`config.mk`:
```
export PLATFORM = sky130hd
export DESIGN_NAME = dpath_rf4
export DESIGN_NICKNAME = d
export VERILOG_FILES = /design/src/rtl/dpath_pkg.sv /design/src/rtl/dpath_regfile.sv /design/src/rtl/dpath_rf4.sv
export SDC_FILE = /design/constraint.sdc
export NUM_CORES = 1
export LEC_CHECK = 0
export ABC_AREA = 1
export BUFFER_PORTS_ARGS = -buffer_cell sky130_fd_sc_hd__buf_2
export CORE_MARGIN = 2
export CORE_UTILIZATION = 48
export CTS_CLUSTER_DIAMETER = 100
export DETAILED_ROUTE_END_ITERATION = 7
export GPL_TIMING_DRIVEN = 0
export PLACE_DENSITY_LB_ADDON = 0.25
export SYNTH_ARGS = -nofsm -noshare
export SYNTH_HDL_FRONTEND = slang
export SYNTH_SLANG_ARGS = --single-unit
```
`constraint.sdc`:
```
create_clock -name clk -period 4.25 [get_ports clk]
set_input_delay 0.2125 -clock clk [delete_from_list [all_inputs] [get_ports clk]]
set_output_delay 0.2125 -clock clk [all_outputs]
set_load 0.005 [all_outputs]
```
`src/rtl/dpath_pkg.sv`:
```
// dpath_pkg: shared constants for the count-ones datapath.
//   ALU opcodes (3 bits), shifter opcodes (2 bits), register addresses (2 bits).
package dpath_pkg;

   localparam logic [2:0] ALU_PASS = 3'b000;
   localparam logic [2:0] ALU_AND  = 3'b001;
   localparam logic [2:0] ALU_OR   = 3'b010;
   localparam logic [2:0] ALU_NOT  = 3'b011;
   localparam logic [2:0] ALU_ADD  = 3'b100;
   localparam logic [2:0] ALU_SUB  = 3'b101;
   localparam logic [2:0] ALU_INC  = 3'b110;
   localparam logic [2:0] ALU_DEC  = 3'b111;

   localparam logic [1:0] SH_NONE  = 2'b00;
   localparam logic [1:0] SH_SHL   = 2'b01;
   localparam logic [1:0] SH_SHR   = 2'b10;
   localparam logic [1:0] SH_ROR   = 2'b11;

   localparam logic [1:0] R0       = 2'd0;
   localparam logic [1:0] R1       = 2'd1;
   localparam logic [1:0] R2       = 2'd2;
   localparam logic [1:0] R3       = 2'd3;

endpackage

```
`src/rtl/dpath_regfile.sv`:
```
// dpath_regfile: 4 x DW register file, one write port, two enable-gated
// combinational read ports, synchronous active-low reset.
//   clk, rst_n       : clock, synchronous active-low reset
//   we, wa, wd       : write enable / address / data (written at rising edge)
//   rae, raa, a_c    : A read enable / address / data (0 when disabled)
//   rbe, rba, b_c    : B read enable / address / data (0 when disabled)
module dpath_regfile #(
   parameter int unsigned DW = 8
) (
   input  logic          clk,
   input  logic          rst_n,
   input  logic          we,
   input  logic [1:0]    wa,
   input  logic [DW-1:0] wd,
   input  logic          rae,
   input  logic [1:0]    raa,
   input  logic          rbe,
   input  logic [1:0]    rba,
   output logic [DW-1:0] a_c,
   output logic [DW-1:0] b_c
);

   localparam int unsigned NREGS = 4;

   logic [DW-1:0] regs [NREGS];

   // Storage; reset wins over a same-cycle write.
   always_ff @(posedge clk) begin
      if (!rst_n) begin
         for (int i = 0; i < int'(NREGS); i++) regs[i] <= '0;
      end else if (we) begin
         regs[wa] <= wd;
      end
   end

   // Reads see pre-edge contents, so read-modify-write of one address works.
   assign a_c = rae ? regs[raa] : '0;
   assign b_c = rbe ? regs[rba] : '0;

endmodule

```
`src/rtl/dpath_rf4.sv`:
```
// dpath_rf4: count-ones engine datapath. Executes one control word per clock:
// register-file read -> ALU -> shifter -> write-data mux -> register file,
// plus a registered output port.
//   clk, rst_n            : clock, synchronous active-low reset
//   data_in               : external operand, used when IE=1
//   IE, WE, WA            : write mux select, write enable, write address
//   RAE/RAA, RBE/RBA      : A/B read enables and addresses
//   ALU, SH               : ALU and shifter opcodes (dpath_pkg)
//   OE                    : capture shifter output into data_out
//   nEqZero               : combinational, write-data mux output == 0
//   data_out, out_valid   : registered result and one-cycle-per-OE valid
// Optional macro DPATH_FLAGS_EN adds registered carry/neg outputs.
module dpath_rf4
   import dpath_pkg::*;
#(
   parameter int unsigned DW = 8
) (
   input  logic          clk,
   input  logic          rst_n,
   input  logic [DW-1:0] data_in,
   input  logic          IE,
   input  logic          WE,
   input  logic [1:0]    WA,
   input  logic          RAE,
   input  logic [1:0]    RAA,
   input  logic          RBE,
   input  logic [1:0]    RBA,
   input  logic [2:0]    ALU,
   input  logic [1:0]    SH,
   input  logic          OE,
   output logic          nEqZero,
   output logic [DW-1:0] data_out,
   output logic          out_valid
`ifdef DPATH_FLAGS_EN
   ,
   output logic          carry,
   output logic          neg
`endif
);

   logic [DW-1:0] a_bus;
   logic [DW-1:0] b_bus;
   logic [DW:0]   alu_x;
   logic [DW-1:0] alu_y;
   logic [DW-1:0] sh_y;
   logic [DW-1:0] wdata;

   dpath_regfile #(.DW(DW)) u_regfile (
      .clk   (clk),
      .rst_n (rst_n),
      .we    (WE),
      .wa    (WA),
      .wd    (wdata),
      .rae   (RAE),
      .raa   (RAA),
      .rbe   (RBE),
      .rba   (RBA),
      .a_c   (a_bus),
      .b_c   (b_bus)
   );

   // ALU computed one bit wider; the top bit is carry-out (add) or borrow (sub).
   always_comb begin
      alu_x = '0;
      case (ALU)
         ALU_PASS: alu_x = {1'b0, a_bus};
         ALU_AND:  alu_x = {1'b0, a_bus & b_bus};
         ALU_OR:   alu_x = {1'b0, a_bus | b_bus};
         ALU_NOT:  alu_x = {1'b0, ~a_bus};
         ALU_ADD:  alu_x = {1'b0, a_bus} + {1'b0, b_bus};
         ALU_SUB:  alu_x = {1'b0, a_bus} - {1'b0, b_bus};
         ALU_INC:  alu_x = {1'b0, a_bus} + (DW+1)'(1);
         ALU_DEC:  alu_x = {1'b0, a_bus} - (DW+1)'(1);
         default:  alu_x = '0;
      endcase
   end

   assign alu_y = alu_x[DW-1:0];

   // Shifter on the ALU result.
   always_comb begin
      sh_y = alu_y;
      case (SH)
         SH_NONE: sh_y = alu_y;
         SH_SHL:  sh_y = {alu_y[DW-2:0], 1'b0};
         SH_SHR:  sh_y = {1'b0, alu_y[DW-1:1]};
         SH_ROR:  sh_y = {alu_y[0], alu_y[DW-1:1]};
         default: sh_y = alu_y;
      endcase
   end

   assign wdata   = IE ? data_in : sh_y;
   assign nEqZero = (wdata == '0);

   // Output port always takes the shifter value, independent of IE.
   always_ff @(posedge clk) begin
      if (!rst_n) begin
         data_out  <= '0;
         out_valid <= 1'b0;
      end else begin
         out_valid <= OE;
         if (OE) data_out <= sh_y;
      end
   end

`ifdef DPATH_FLAGS_EN
   // Flags captured alongside data_out.
   always_ff @(posedge clk) begin
      if (!rst_n) begin
         carry <= 1'b0;
         neg   <= 1'b0;
      end else if (OE) begin
         carry <= alu_x[DW];
         neg   <= sh_y[DW-1];
      end
   end
`else
   logic unused_carry;
   assign unused_carry = alu_x[DW];
`endif

endmodule

```
==> flow_summary.json, run 1 <==
{
  "worstSetupStartpointType": "flop",
  "synth-edff-count": 32,
  "root_buffer": "clkbuf_8",
  "end_kind": "output port",
  "hold_viol": 0,
  "netlist_instances": 492,
  "min-delay-start": "data_in[1]",
  "routed-via-count": 3227,
  "seq_area_frac_synth": 0.338,
  "ir_worst_vdd_mv": 0.254,
  "r2r_start": "u_regfile.regs[2][0]",
  "wl_um": 8330,
  "drive_above_1_share": 0.197,
  "setup_viol": 0,
  "slew_headroom": 0.680,
  "fin_tns_setup_ns": 0,
  "wire_per_inst_um": 13.2,
  "syn_to_final_growth_pct": 13.6,
  "crit_slowest_cell": "edfxtp_1",
  "row_count": 30,
  "fin_crit_sh": 0.944,
  "synth-seq-cells": 41,
  "crit_fanout": 3,
  "synthTopCellsByArea": "edfxtp_1 28%, nand2_1 13%, inv_1 8.1%, nor2_1 6.6%, nand3_1 5.9%",
  "dr.pass1.iters": 5,
  "antenna-diode-count": 0,
  "grt_pass1_vias": 2936,
  "ys_types": 40,
  "crit_type": "flop to output port",
  "synthArstFlopShare": 0,
  "finClkSkew_ns": 0.00694,
  "place.gp.congestion": 0.905,
  "powerDensity_mw_per_mm2": 304,
  "final_antenna_net_count": 0,
  "slowest_delay_ns": 0.33,
  "dieArea_mm2": 0.00772,
  "utilization": 0.565,
  "max_freq_mhz": 249,
  "crit_required_ns": 4.04,
  "die_y_um": 87.9,
  "cts_max_level": 2,
  "start_util": 0.497,
  "cts_tree": "done",
  "yosysMostFrequentCell": "nand2_1",
  "port_buffers": 30,
  "grt_pass1_wl_um": 13500,
  "slew_violations": 0,
  "clkLatencyLatePin_ns": 0.28,
  "track_usage": 0.225,
  "core_area_mm2": 0.00679,
  "grt_setup_unrepaired": "no",
  "r2r_slack_ns": 0.53,
  "arrival_ns": 3.80,
  "synth_flop_cell": "edfxtp_1",
  "nNetsFinal": 567,
  "synthTopCellsByCount": "118 x nand2_1, 73 x inv_1, 59 x nor2_1",
  "syn_nets": 527,
  "holdCritPathClass": "input port to flop",
  "die_w_um": 87.9,
  "synth_top_area_frac": 0.285,
  "yosysWarnings": 0,
  "numCtsBuffers": 5,
  "synth_largest_area_cell": "edfxtp_1",
  "grt_antenna_before_repair": 0,
  "startpoint": "u_regfile.regs[2][0]",
  "p_leak_nw": 1.86,
  "worstMarginPinSlew_ns": 0.481,
  "drc_errors": 0,
  "grt_max_degree": 14,
  "cap_violations": 0,
  "period_needed_ns": 4.01,
  "overflow": 0,
  "syn_area_mm2": 0.00338,
  "ios": 36,
  "clk_pin_slew_ns": 0.08,
  "dp_hpwl_um": 6700,
  "crit_path_frequent_cell": "nand2_1",
  "syn_avg_cell_area_um2": 6.86,
  "cts.path.max_buffers": 2,
  "cts.sink_count": 41,
  "initialDrtViolationCount": 280,
  "outcome": "finished clean",
  "vias_per_cell": 5.13
}
==> power by group <==
part / switching, mW / internal (mW) / total, mW / leakage (nW)
Combinational: 0.252 / 0.143 / 0.395 / 1.39
Sequential: 0.0126 / 0.460 / 0.473 / 0.405
Clock: 0.122 / 0.176 / 0.298 / 0.0554
==> kinds of logic after synthesis <==
family | synth area share
simple gates | 0.323
compound gates | 0.167
fa+ha+maj | 0.0356
xor+xnor | 0.00778
mux | 0.00667
buf+inv | 0.122
flops | 0.338
==> placed cells by master, fill, tap and decap left out, types with 2 or more instances in the layout <==
cell type / count
nand2_1: 116
inv_1: 72
nor2_1: 59
nand3_1: 39
o21ai_0: 35
edfxtp_1: 32
buf_2: 31
a21oi_1: 28
inv_2: 10
nand2_2: 10
buf_4: 9
a21oi_2: 9
dfxtp_1: 9
o21ai_1: 8
ha_1: 7
nor2_2: 6
clkbuf_8: 5
nand3_2: 4
o211ai_1: 4
o21ai_2: 4
clkbuf_1: 4
o22ai_1: 3
nand4_1: 3
buf_6: 2
xnor2_1: 2
or2_2: 2
nor3_2: 2
==> sequential cells by signal, summed over array words and instances (netlist names) <==
register        flops
u_regfile.regs     32
out_valid           1
data_out            8
==> metal layers <==
metal,GRT usage,share of wire,vias to the layer above
met5,0,0,-
met3,0.0292,0.064,14
met4,0.0839,0.022,0
met2,0.357,0.46,117
met1,0.314,0.46,1423
li1,-,-,1673
==> worst max-delay path, delay by kind of cell, from the launching register on <==
family,cells,cell delay (ns)
and+or+nand+nor,17,1.51
AOI/OAI and AO/OA,4,0.77
DFF,1,0.33
adders and majority gates,2,0.61
buffers and inverters,4,0.30
==> repair_timing <==
action / 4_1_cts / 5_1_grt
pin swaps: 0 / 3
gates resized for setup: 1 / 10
buffers inserted: 0 / 3
endpoints found under the setup margin: 1 / 1
hold buffers: 0 / 0
==> through the flow <==
stage	instances	instance area, um^2	setup WS, ns	total power, mW	hold slack (ns)
2_1_floorplan	492	3380	0.767	0.754	0.419
3_3_place_gp	618	3650	0.0245	0.846	0.474
3_5_place_dp	618	3650	0.0506	0.852	0.470
4_1_cts	626	3760	0.0531	1.15	0.311
5_1_grt	629	3840	0.00290	1.24	0.333
6_report	629	3840	0.236	1.17	0.316
==> path summary, 6_finish.rpt <==
kind	to	depth (start not counted)
max	nEqZero	27
min	u_regfile.regs[1][1]	3
max reg2reg	u_regfile.regs[0][7]	27
min reg2reg	data_out[0]	2
==> cell type report <==
| cell class | count | area, um^2 |
|---|---|---|
| Fill cell | 653 | 2960 |
| Multi-Input combinational cell | 356 | 1880 |
| Sequential cell | 41 | 1140 |
| Inverter | 82 | 308 |
| Timing Repair Buffer | 33 | 173 |
| Tap cell | 96 | 120 |
| Buffer | 13 | 104 |
| Clock buffer | 6 | 72.6 |
| Clock inverter | 2 | 38.8 |
(Power assumes the default switching activity.)
==> inputs of run 2 (changes only) <==
==> constraint.sdc (replaced) <==
create_clock -name clk -period 4.22 [get_ports clk]
set_input_delay 0.211 -clock clk [delete_from_list [all_inputs] [get_ports clk]]
set_output_delay 0.211 -clock clk [all_outputs]
set_load 0.005 [all_outputs]
==> run 2 against run 1 <==
  * Clock skew about the same
  * Power increased by 1.6%
  * Clock power up 2%
  * Critical path depth unchanged
  * Combinational power rose by 3%
  * Final area increased by 0.68%
  * Sequential cell count is the same
  * Critical endpoint unchanged
==> flow_summary.json, run 2 (synthesis results as in run 1) <==
{
  "outcome": "finished clean",
  "dp_slack_ns": 0.0236,
  "initialDrtViolationCount": 310,
  "fin_hold_ws_ns": 0.312,
  "arrival_ns": 3.74,
  "critPathBufInv": 4,
  "grt_max_degree": 14,
  "grt_pass1_vias": 2936,
  "crit_fanout": 3,
  "top_regs": "u_regfile.regs: 32 flops, data_out: 8 flops, out_valid: 1 flops",
  "vias_per_cell": 5.15,
  "drc_errors": 0,
  "hold_viol": 0,
  "track_usage": 0.225,
  "cts_hold_buf": 0,
  "worstMarginPinSlew_ns": 0.483,
  "top_register": "u_regfile.regs",
  "cts_tree": "done",
  "port_buffers": 30,
  "fin_tns_setup_ns": 0,
  "wl_um": 8440,
  "drive_above_1_share": 0.202,
  "period_needed_ns": 3.95,
  "start_util": 0.497,
  "grt_pass1_wl_um": 13500,
  "clkLatencyLatePin_ns": 0.28,
  "crit_required_ns": 4.01,
  "final_cell_mix": "116 x nand2_1, 72 x inv_1, 59 x nor2_1, 39 x nand3_1, 34 x o21ai_0",
  "largest_reg_flops": 32,
  "final_antenna_net_count": 0,
  "clk_pin_slew_ns": 0.08,
  "slew_violations": 0,
  "grt_antenna_before_repair": 0,
  "row_count": 30,
  "dp_hpwl_um": 6700,
  "overflow": 0,
  "ir_worst_vdd_mv": 0.256,
  "ios": 36,
  "final_common_cell": "nand2_1",
  "p_leak_nw": 1.86,
  "numCtsBuffers": 5,
  "place.gp.congestion": 0.905,
  "dieArea_mm2": 0.00772,
  "syn_to_final_growth_pct": 14.4,
  "r2r_start": "u_regfile.regs[2][0]",
  "cts.path.max_buffers": 2,
  "max_freq_mhz": 253,
  "crit_path_frequent_cell": "nand2_1",
  "cts_max_level": 2,
  "antenna-diode-count": 0,
  "critical_path.top_delay_family": "simple AND/OR/NAND/NOR gates",
  "die_w_um": 87.9,
  "holdCritPathClass": "input port to flop",
  "crit_type": "flop to output port",
  "setup_ws_ns": 0.271,
  "slowest_delay_ns": 0.33,
  "routed-via-count": 3243,
  "min-delay-start": "OE",
  "startpoint": "u_regfile.regs[2][0]",
  "nNetsFinal": 568,
  "worstSetupStartpointType": "flop",
  "core_area_mm2": 0.00679,
  "fin_crit_sh": 0.936,
  "slew_headroom": 0.678,
  "powerDensity_mw_per_mm2": 307,
  "r2r_slack_ns": 0.57,
  "crit_slowest_cell": "edfxtp_1",
  "finClkSkew_ns": 0.00681,
  "die_y_um": 87.9,
  "root_buffer": "clkbuf_8",
  "dr.pass1.iters": 5,
  "cts.sink_count": 41,
  "wire_per_inst_um": 13.4,
  "cap_violations": 0,
  "grt_setup_unrepaired": "no",
  "end_kind": "output port",
  "setup_viol": 0
}
==> run 2: cell count changes in the layout (fill, tap and decap cells not counted), sizes merged <==
cell,delta
buf,+1
==> run 2: path summary, 6_finish.rpt <==
| check | end | cells past startpoint |
|---|---|---|
| hold reg to reg | data_out[0] | 2 |
| setup / recovery | nEqZero | 27 |
| setup reg to reg | u_regfile.regs[0][7] | 27 |
| hold / removal | data_out[7] | 5 |
==> run 2: repair_timing <==
item,CTS,global route
gates resized for setup,1,13
cloned,0,0
endpoints found under the setup margin,1,1
pin swaps,0,4
setup buffers,0,4
==> run 2: routing by layer <==
metal	global-route usage	up-vias	routed length (um)
met2	0.357	123	3850
met1	0.314	1431	3930
met4	0.0839	0	155
met3	0.0292	14	510
met5	0	-	0
li1	-	1675	-
==> run 2: cell type report <==
| type | count | area, um^2 |
|---|---|---|
| repair buffers | 34 | 180 |
| clock inverters | 2 | 38.8 |
| plain buffers | 13 | 104 |
| well taps | 96 | 120 |
| inverters | 82 | 308 |
| flip-flops and latches | 41 | 1140 |
| clock buffers | 6 | 72.6 |
| fillers | 650 | 2930 |
| multi-input cells | 356 | 1900 |
==> run 2: where the power goes <==
part           internal [mW]  total [mW]  leakage (nW)  switching [mW]
clock                  0.177       0.303        0.0554           0.125
sequential             0.464       0.476         0.405          0.0127
combinational          0.149       0.406          1.40           0.257
==> run 2: per-stage QoR <==
step	util	std cells	power, mW	cell area, um^2
CTS	0.554	626	1.16	3760
finish	0.569	630	1.19	3860
floorplan	-	492	0.759	3380
global placement	0.537	618	0.853	3650
detailed placement	0.537	618	0.858	3650
global route	0.569	630	1.25	3860
==> run 2: worst min-delay path: stages <==
cell and delay (ns):
buf_2 0.12, nor2_1 0.05, nor2_1 0.07, o21ai_0 0.08, inv_1 0.05
